<file path="src/rtl/kmc_pkg.sv">
// Shared KMC11 definitions: CRAM field layout, SRC/DST/ALU encodings and field extract helpers.
// CRAM layout: [15:12] SRC, [11:8] DST, [7:0] immediate (ALU function in [3:0] for ALU-class words).
package kmc_pkg;

    typedef enum logic [3:0] {
        FN_ADD    = 4'd0,
        FN_ADDC   = 4'd1,
        FN_SUBC   = 4'd2,
        FN_INCA   = 4'd3,
        FN_APLUSC = 4'd4,
        FN_TWOA   = 4'd5,
        FN_TWOAC  = 4'd6,
        FN_DECA   = 4'd7,
        FN_SELA   = 4'd8,
        FN_SELB   = 4'd9,
        FN_ORNOT  = 4'd10,
        FN_AND    = 4'd11,
        FN_OR     = 4'd12,
        FN_XOR    = 4'd13,
        FN_SUB    = 4'd14,
        FN_SUBOC  = 4'd15
    } kmcAluFn_t;

    // Codes 0..4 are the MOV class; every other SRC code selects the ALU class.
    typedef enum logic [3:0] {
        SRC_IMMED = 4'd0,
        SRC_IBUS  = 4'd1,
        SRC_MEM   = 4'd2,
        SRC_BRG   = 4'd3,
        SRC_IBUSS = 4'd4,
        SRC_SP    = 4'd5
    } kmcSrc_t;

    typedef enum logic [3:0] {
        DST_NONE   = 4'd0,
        DST_SP     = 4'd1,
        DST_BRG    = 4'd2,
        DST_SPBRG  = 4'd3,
        DST_BRGSHR = 4'd4,
        DST_OBUS   = 4'd5,
        DST_MAR    = 4'd6
    } kmcDst_t;

    function automatic logic [3:0] cramSrc(input logic [15:0] cram);
        return cram[15:12];
    endfunction

    function automatic logic [3:0] cramDst(input logic [15:0] cram);
        return cram[11:8];
    endfunction

    function automatic logic [7:0] cramImm(input logic [15:0] cram);
        return cram[7:0];
    endfunction

    function automatic kmcAluFn_t cramAluFn(input logic [15:0] cram);
        return kmcAluFn_t'(cram[3:0]);
    endfunction

    function automatic logic isMovSrc(input logic [3:0] src);
        return src <= SRC_IBUSS;
    endfunction

endpackage

</file>
<file path="src/rtl/kmc_alu_core.sv">
// Combinational KMC11 ALU function unit: 16 functions over A/B/cin giving {carry, result, ovfl}.
// Subtraction is A + ~B + cin, so carry out means "no borrow".
module kmc_alu_core
    import kmc_pkg::*;
(
    input  kmcAluFn_t  fn,
    input  logic [7:0] a,
    input  logic [7:0] b,
    input  logic       cin,
    output logic [7:0] result,
    output logic       carry,
    output logic       ovfl
);

    logic [7:0] addend;
    logic       carryIn;
    logic       isArith;
    logic [7:0] logicRes;
    logic [8:0] sum;

    // NOTE: every output of this block gets a default first so no path through the case can infer a latch.
    always_comb begin
        addend   = 8'h00;
        carryIn  = 1'b0;
        isArith  = 1'b1;
        logicRes = 8'h00;
        unique case (fn)
            FN_ADD:    addend = b;
            FN_ADDC:   begin addend = b;  carryIn = cin;  end
            FN_SUBC:   begin addend = ~b; carryIn = cin;  end
            FN_INCA:   carryIn = 1'b1;
            FN_APLUSC: carryIn = cin;
            FN_TWOA:   addend = a;
            FN_TWOAC:  begin addend = a;  carryIn = cin;  end
            FN_DECA:   addend = 8'hFF;
            FN_SUB:    begin addend = ~b; carryIn = 1'b1; end
            FN_SUBOC:  addend = ~b;
            FN_SELA:   begin isArith = 1'b0; logicRes = a;      end
            FN_SELB:   begin isArith = 1'b0; logicRes = b;      end
            FN_ORNOT:  begin isArith = 1'b0; logicRes = a | ~b; end
            FN_AND:    begin isArith = 1'b0; logicRes = a & b;  end
            FN_OR:     begin isArith = 1'b0; logicRes = a | b;  end
            FN_XOR:    begin isArith = 1'b0; logicRes = a ^ b;  end
            default:   isArith = 1'b1;
        endcase
    end

    assign sum    = {1'b0, a} + {1'b0, addend} + {8'h00, carryIn};
    assign result = isArith ? sum[7:0] : logicRes;
    assign carry  = isArith & sum[8];
    // Overflow sees the effective (already inverted) addend, so subtract needs no special case.
    assign ovfl   = isArith & (a[7] == addend[7]) & (sum[7] != a[7]);

endmodule

</file>
<file path="src/rtl/kmc_alu.sv">
// KMC11 ALU/BRG stage: B-operand mux, MOV/ALU class decode, BRG register and C/Z(/V) flags.
// Define KMC_ALU_OVFL_EN to build the registered signed-overflow flag; otherwise kmcALUV is 0.
module kmc_alu
    import kmc_pkg::*;
(
    input  logic        clk,
    input  logic        rst,
    input  logic        kmcALUCLKEN,
    input  logic [15:0] kmcCRAM,
    input  logic [7:0]  kmcSP,
    input  logic [7:0]  kmcIBUS,
    input  logic [7:0]  kmcMEM,
    output logic [7:0]  kmcALU,
    output logic [7:0]  kmcBRG,
    output logic        kmcALUC,
    output logic        kmcALUZ,
    output logic        kmcALUV
);

    logic [3:0] src;
    logic [3:0] dst;
    logic       isMov;
    logic [7:0] movB;
    logic [7:0] coreResult;
    logic       coreCarry;
    logic       coreOvfl;
    logic       aluCarry;
    logic       aluOvfl;
    logic       aluZero;

    assign src   = cramSrc(kmcCRAM);
    assign dst   = cramDst(kmcCRAM);
    assign isMov = isMovSrc(src);

    always_comb begin
        movB = kmcBRG;
        unique case (src)
            SRC_IMMED:           movB = cramImm(kmcCRAM);
            SRC_IBUS, SRC_IBUSS: movB = kmcIBUS;
            SRC_MEM:             movB = kmcMEM;
            SRC_BRG:             movB = kmcBRG;
            default:             movB = kmcBRG;
        endcase
    end

    kmc_alu_core u_core (
        .fn     (cramAluFn(kmcCRAM)),
        .a      (kmcSP),
        .b      (kmcBRG),
        .cin    (kmcALUC),
        .result (coreResult),
        .carry  (coreCarry),
        .ovfl   (coreOvfl)
    );

    assign kmcALU   = isMov ? movB : coreResult;
    assign aluCarry = ~isMov & coreCarry;
    assign aluOvfl  = ~isMov & coreOvfl;
    assign aluZero  = (kmcALU == 8'h00);

    // NOTE: non-blocking assignments make BRG and the flags all sample pre-edge values together.
    always_ff @(posedge clk or posedge rst) begin
        if (rst) begin
            kmcBRG  <= 8'h00;
            kmcALUC <= 1'b0;
            kmcALUZ <= 1'b0;
        end else if (kmcALUCLKEN) begin
            if (dst != DST_NONE) begin
                kmcALUC <= aluCarry;
                kmcALUZ <= aluZero;
            end
            case (dst)
                DST_BRG, DST_SPBRG: kmcBRG <= kmcALU;
                DST_BRGSHR:         kmcBRG <= {kmcALU[0], kmcBRG[7:1]};
                default:            kmcBRG <= kmcBRG;
            endcase
        end
    end

`ifdef KMC_ALU_OVFL_EN
    always_ff @(posedge clk or posedge rst) begin
        if (rst) begin
            kmcALUV <= 1'b0;
        end else if (kmcALUCLKEN && dst != DST_NONE) begin
            kmcALUV <= aluOvfl;
        end
    end
`else
    logic unusedOvfl;
    assign unusedOvfl = aluOvfl;
    assign kmcALUV    = 1'b0;
`endif

endmodule

</file>
<file path="config.mk">
export PLATFORM = sky130hd
export DESIGN_NAME = kmc_alu
export DESIGN_NICKNAME = d
export VERILOG_FILES = /design/src/rtl/kmc_pkg.sv /design/src/rtl/kmc_alu_core.sv /design/src/rtl/kmc_alu.sv
export SDC_FILE = /design/constraint.sdc
export NUM_CORES = 1
export LEC_CHECK = 0
export CORE_MARGIN = 2
export CORE_UTILIZATION = 45
export CTS_CLUSTER_DIAMETER = 100
export DETAILED_ROUTE_END_ITERATION = 8
export PLACE_DENSITY = 0.75
export SYNTH_ARGS = -nofsm -noshare
export SYNTH_HDL_FRONTEND = slang
export SYNTH_SLANG_ARGS = --single-unit
</file>
<file path="constraint.sdc">
create_clock -name clk -period 11.47 [get_ports clk]
set_input_delay 2.294 -clock clk [delete_from_list [all_inputs] [get_ports clk]]
set_output_delay 2.294 -clock clk [all_outputs]
set_load 0.005 [all_outputs]
</file>
==> flow_metrics.env, run 1 <==
export IMPL_synth_area_leader_cell="dfrtp_1"
export IMPL_wl_per_cell_microns=16.8
export IMPL_place_hpwl_mm=5.73
export IMPL_htreeDepth=1
export IMPL_filler_cell_count=487
export IMPL_postCtsHoldBufs=0
export IMPL_cts_clk_slew_worst_paths_ps=40
export IMPL_diodes=0
export IMPL_ir_worst_vdd_mv=0.0512
export IMPL_power_mw=0.273
export IMPL_regArea_sq_um=250
export IMPL_fin_util=0.586
export IMPL_hold_viol=0
export IMPL_grt_remaining_overflow=0
export IMPL_cts_resized=0
export IMPL_drive_above_1_share=0.0500
export IMPL_track_usage=0.258
export IMPL_maxCapViolations=0
export IMPL_critPathLaunch="kmcCRAM[3]"
export IMPL_ys_async_sr_fraction=1.00
export IMPL_synth_most_common_cell="o21ai_0"
export IMPL_netlist_area_leader_share=0.106
export IMPL_synth_flop_cell="dfrtp_1"
export IMPL_yosys_area_share_simple=0.240
export IMPL_port_buffers=60
export IMPL_hold_path_class="reg -> reg"
export IMPL_cts_tree="yes"
export IMPL_yosys_top_cells_count="o21ai_0, nand2_1, a21oi_1, nor2_1"
export IMPL_grt_pass1_wl_mm=12.6
export IMPL_avgSynthCellArea_sq_um=6.89
export IMPL_synth_fa_ha_area_frac=0.0969
export IMPL_drv_slew=0
export IMPL_fmax_ghz=0.119
export IMPL_ys_top_cells_by_area="dfrtp_1, o21ai_0, ha_1"
export IMPL_dieArea_sq_um=5820
export IMPL_numCtsBuffers=3
export IMPL_synth_top_family_by_area="compound AO/OA/AOI/OAI gates"
export IMPL_critPathMaxFanout=17
export IMPL_fin_setup_tns_ps=0
export IMPL_end_kind="output port"
export IMPL_skew_ps=0.817
export IMPL_crit_required_ps=9180
export IMPL_first_pass_iters=5
export IMPL_synth_edf_count=0
export IMPL_startpoint_type="primary input"
export IMPL_power_density_nw_per_um2=91.8
export IMPL_min_from="kmcALUZ"
export IMPL_crit_type="in -> out"
export IMPL_status="completed"
export IMPL_synth_ff_latch_count=10
export IMPL_initial_utilization=0.463
export IMPL_maxSlewHeadroom=0.369
export IMPL_place_congestion=0.911
export IMPL_route_detailed_drc=0
export IMPL_fin_crit_sh=0.734
export IMPL_antenna_found_initial=0
export IMPL_crit_arrival_ps=6120
export IMPL_cts_root_buffer_cell="clkbuf_8"
export IMPL_synth_warnings=0
export IMPL_grt_pass1_vias=2523
export IMPL_clock_latency_ps=230
export IMPL_drt_iter0_markers=221
export IMPL_nNetsFinal=442
export IMPL_yosysSeqAreaShare=0.106
export IMPL_core_sq_um=5070
export IMPL_synth_cells=341
export IMPL_wirelength_mm=7.57
export IMPL_rsz0062_at_grt="no"
export IMPL_clk_path_buf_depth=2
export IMPL_multi_input_area_sq_um=1910
export IMPL_antenna_left=0
export IMPL_synth_xor_area_frac=0.0149
export IMPL_std_cell_rows=26
export IMPL_synth_compound_area_frac=0.383
export IMPL_grt_max_degree=47
export IMPL_die_x_microns=76.3
export IMPL_netlist_area_sq_um=2350
export IMPL_r2r_start="kmcBRG[1]"
export IMPL_muxShareOfSynthArea=0.0745
export IMPL_synthDistinctLibCells=61
export IMPL_synth_nets=401
export IMPL_avgViaCountPerCell=6.24
export IMPL_die_h_microns=76.3
export IMPL_min_period_ps=8420
export IMPL_setup_viol=0
export IMPL_area_delta_synth_final_pct=26.4
export IMPL_cts_sinks=10
export IMPL_vias=2806
export IMPL_tightest_slew_ps=943
export IMPL_cts_setup_buffers=0
export IMPL_p_leak_nw=1.19
export IMPL_ioPinCount=62
==> kinds of logic after synthesis <==
family | Yosys count
xor gates and xnor gates | 4
buffers and inverters | 44
muxes | 17
other | 1
and+or+nand+nor | 109
AOI/OAI and AO/OA | 139
adders and majority gates | 17
DFF | 10
==> worst max-delay path, cell delays in order <==
cell and delay, ps:
clkdlybuf4s50_1 820, clkinv_1 430, a31oi_1 300, fa_1 240, inv_1 60, fa_1 400
nand3_1 110, a21boi_0 90, o21ai_0 210, nand2b_1 110, a211oi_1 460, clkdlybuf4s50_1 610
==> final cells by class <==
cell class | instances | share of cell area
clock buffers | 3 | 0.0139
inverters | 17 | 0.0215
multi-input cells | 287 | 0.641
flip-flops and latches | 10 | 0.0842
well taps | 70 | 0.0295
repair buffers | 63 | 0.210
==> worst paths after layout <==
path	to	slack, ps	cells past startpoint
max	kmcALU[6]	3050	12
min	kmcALUZ	520	2
max reg2reg	kmcALUZ	8080	12
min reg2reg	kmcALUZ	520	2
max in group asynchronous	kmcBRG[2]	8860	2
min in group asynchronous	kmcALUZ	2340	2
==> layout by cell type, fill, tap and decap left out, drive strengths merged, types with 10 or more instances in the layout <==
master	instances
a21oi	29
a31oi	10
clkdlybuf4s50	60
dfrtp	10
ha	15
inv	16
mux2i	13
nand2	33
nor2	19
o21ai	45
==> per-stage QoR <==
stage	cells	hold slack [ps]	worst slack [ps]	instance area [sq um]
2_1_floorplan	341	474	3950	2350
3_3_place_gp	447	465	3220	2930
5_1_grt	450	548	2740	2970
6_report	450	518	3050	2970
4_1_cts	450	518	3130	2970
3_5_place_dp	447	513	3140	2930
==> sequential cells by signal, indices dropped and copies added, names as in the netlist <==
register and flops:
kmcALUZ 1, kmcBRG 8, kmcALUC 1
==> report_power, final <==
part,internal [mW],switching (mW)
Sequential,0.0434,0.0253
Combinational,0.0875,0.0812
Clock,0.0229,0.0126
Total,0.154,0.119
==> routing by layer <==
layer | vias up | track usage | routed length [microns]
li1 | 1366 | - | -
met1 | 1301 | 0.344 | 3290
met2 | 131 | 0.438 | 3510
met3 | 8 | 0.0438 | 681
met4 | 0 | 0.0527 | 96
met5 | - | 0 | 0
No activity file was read; power rests on OpenSTA's default activity.
==> inputs of run 2 (changes only) <==
==> constraint.sdc (replaced) <==
create_clock -name clk -period 8.74 [get_ports clk]
set_input_delay 1.748 -clock clk [delete_from_list [all_inputs] [get_ports clk]]
set_output_delay 1.748 -clock clk [all_outputs]
set_load 0.005 [all_outputs]
==> run 2 against run 1 <==
Final cell count increased by 0.44%. Largest power group unchanged. Clock skew about the same. Worst setup slack got worse by 1800 ps. First-iteration DRC count increased by 40%. Non-clock buffer count increased by 1.
==> flow_metrics.env, run 2 (synthesis results as in run 1) <==
export IMPL_skew_ps=1.17
export IMPL_holdPathStages=2
export IMPL_cts_tree="yes"
export IMPL_hold_viol=0
export IMPL_cts_resized=0
export IMPL_startpoint_type="primary input"
export IMPL_route_detailed_drc=0
export IMPL_cts_setup_buffers=0
export IMPL_crit_chain="clkdlybuf4s50_1 > buf_4 > nand2_1 > o21ai_0 > a31oi_1 > fa_1 > inv_1 > fa_1 > nand3_1 > a21boi_0 > o21ai_0 > nor4b_1 > a211oi_1 > clkdlybuf4s50_1"
export IMPL_wirelength_mm=7.76
export IMPL_largest_register="kmcBRG"
export IMPL_grt_max_degree=37
export IMPL_cp_slowest_cell="clkdlybuf4s50_1"
export IMPL_avgViaCountPerCell=6.23
export IMPL_maxCapViolations=0
export IMPL_die_x_microns=76.3
export IMPL_p_switching_mw=0.164
export IMPL_grt_pass1_vias=2597
export IMPL_setup_viol=0
export IMPL_slowest_delay_ps=920
export IMPL_critPathMaxFanout=23
export IMPL_crit_arrival_ps=5710
export IMPL_grt_busiest_layer="met2"
export IMPL_diodes=0
export IMPL_clk_path_buf_depth=2
export IMPL_dieArea_sq_um=5820
export IMPL_grt_use_met1=0.372
export IMPL_ioPinCount=62
export IMPL_grt_pass1_wl_mm=12.8
export IMPL_place_congestion=0.902
export IMPL_p_comb_frac=0.602
export IMPL_largest_register_ffs=8
export IMPL_fmax_ghz=0.134
export IMPL_drv_slew=0
export IMPL_fin_setup_tns_ps=0
export IMPL_top_regs="kmcBRG x8, kmcALUC x1, kmcALUZ x1"
export IMPL_tightest_slew_ps=866
export IMPL_placed_cell_area_sq_um=2940
export IMPL_cpLargestDelayFamily="buffers and inverters"
export IMPL_p_leak_nw=1.21
export IMPL_power_mw=0.377
export IMPL_port_buffers=60
export IMPL_ir_worst_vdd_mv=0.0768
export IMPL_first_pass_iters=5
export IMPL_clock_latency_ps=240
export IMPL_status="completed"
export IMPL_cts_sinks=10
export IMPL_min_period_ps=7460
export IMPL_stdcell_area_sq_um=2990
export IMPL_maxSlewHeadroom=0.420
export IMPL_power_density_nw_per_um2=126
export IMPL_final_common_cell="clkdlybuf4s50_1"
export IMPL_core_sq_um=5070
export IMPL_cts_clk_slew_worst_paths_ps=50
export IMPL_rsz0062_at_grt="no"
export IMPL_drive_above_1_share=0.0550
export IMPL_antenna_left=0
export IMPL_fin_crit_sh=0.854
export IMPL_hold_path_class="reg -> reg"
export IMPL_p_sw_frac=0.436
export IMPL_wl_per_cell_microns=17.2
export IMPL_area_delta_synth_final_pct=27.3
export IMPL_htreeDepth=1
export IMPL_antenna_found_initial=0
export IMPL_nNetsFinal=443
export IMPL_final_cell_mix="clkdlybuf4s50_1, o21ai_0, nand2_1, a21oi_1, nor2_1"
export IMPL_postCtsHoldBufs=0
export IMPL_grt_met3_usage=0.0403
export IMPL_path_buf_inv=4
export IMPL_crit_type="in -> out"
export IMPL_clock_power_share=0.157
export IMPL_numCtsBuffers=3
export IMPL_reg2regPathDepth=12
export IMPL_gr_usage_met2=0.415
export IMPL_grt_remaining_overflow=0
export IMPL_place_hpwl_mm=5.81
export IMPL_p_int_mw=0.212
export IMPL_die_h_microns=76.3
export IMPL_vias=2816
export IMPL_cp_num_cells=14
export IMPL_track_usage=0.264
export IMPL_crit_required_ps=6990
export IMPL_p_seq_frac=0.241
export IMPL_cts_root_buffer_cell="clkbuf_8"
export IMPL_std_cell_rows=26
export IMPL_drt_iter0_markers=309
export IMPL_initial_utilization=0.463
export IMPL_end_kind="output port"
-- run 2: changes by cell type in the layout (fill, tap and decap cells not counted), sizes merged --
cell / before / now
buf: 3 / 4
clkbuf: 3 / 4
-- run 2: path summary, 6_finish.rpt --
| check | endpoint | slack [ps] | start |
|---|---|---|---|
| worst max register to register | kmcALUZ | 5170 | kmcBRG[1] |
| max in group asynchronous | kmcBRG[0] | 6670 | rst |
| worst max-delay path | kmcALU[6] | 1280 | kmcCRAM[1] |
| min in group asynchronous | kmcBRG[5] | 1790 | rst |
| worst min-delay path | kmcALUZ | 490 | kmcALUZ |
| worst min register to register | kmcALUZ | 490 | kmcALUZ |
-- run 2: cell type report --
cell class	count	area, sq um
Clock buffer	4	55.1
Inverter	17	63.8
Timing Repair Buffer	64	631
Sequential cell	10	250
Multi-Input combinational cell	287	1910
Tap cell	70	87.6
Fill cell	485	2080
-- run 2: stage by stage --
stage	instances	hold WS (ps)	utilization	worst slack, ps
floorplan	341	474	-	2310
global placement	448	461	0.579	1390
detailed placement	448	486	0.579	1320
CTS	452	496	0.590	1300
global route	452	517	0.590	898
finish	452	494	0.590	1280
-- run 2: power by group through the flow --
stage                     combinational, mW  clock [mW]  sequential, mW
final                                 0.227      0.0591          0.0908
after global routing                  0.251      0.0595          0.0921
after CTS                             0.224      0.0589          0.0891
after detailed placement              0.223           0          0.0898
after global placement                0.219           0          0.0896
after floorplan                       0.134           0          0.0757
-- run 2: metal layers --
metal	vias up	wire, microns
met4	0	161
met1	1286	3390
li1	1366	-
met5	-	0
met3	17	691
met2	147	3520
-- run 2: worst reg2reg max path, stage by stage, from the launching register on --
cell	delay [ps]
dfrtp_1	530
inv_1	170
mux2i_1	140
o21ai_0	130
o21ai_0	190
ha_1	310
nor2b_1	140
o21a_1	170
or3_1	300
a31oi_1	330
o22ai_1	180
or4_1	590
o41ai_2	280
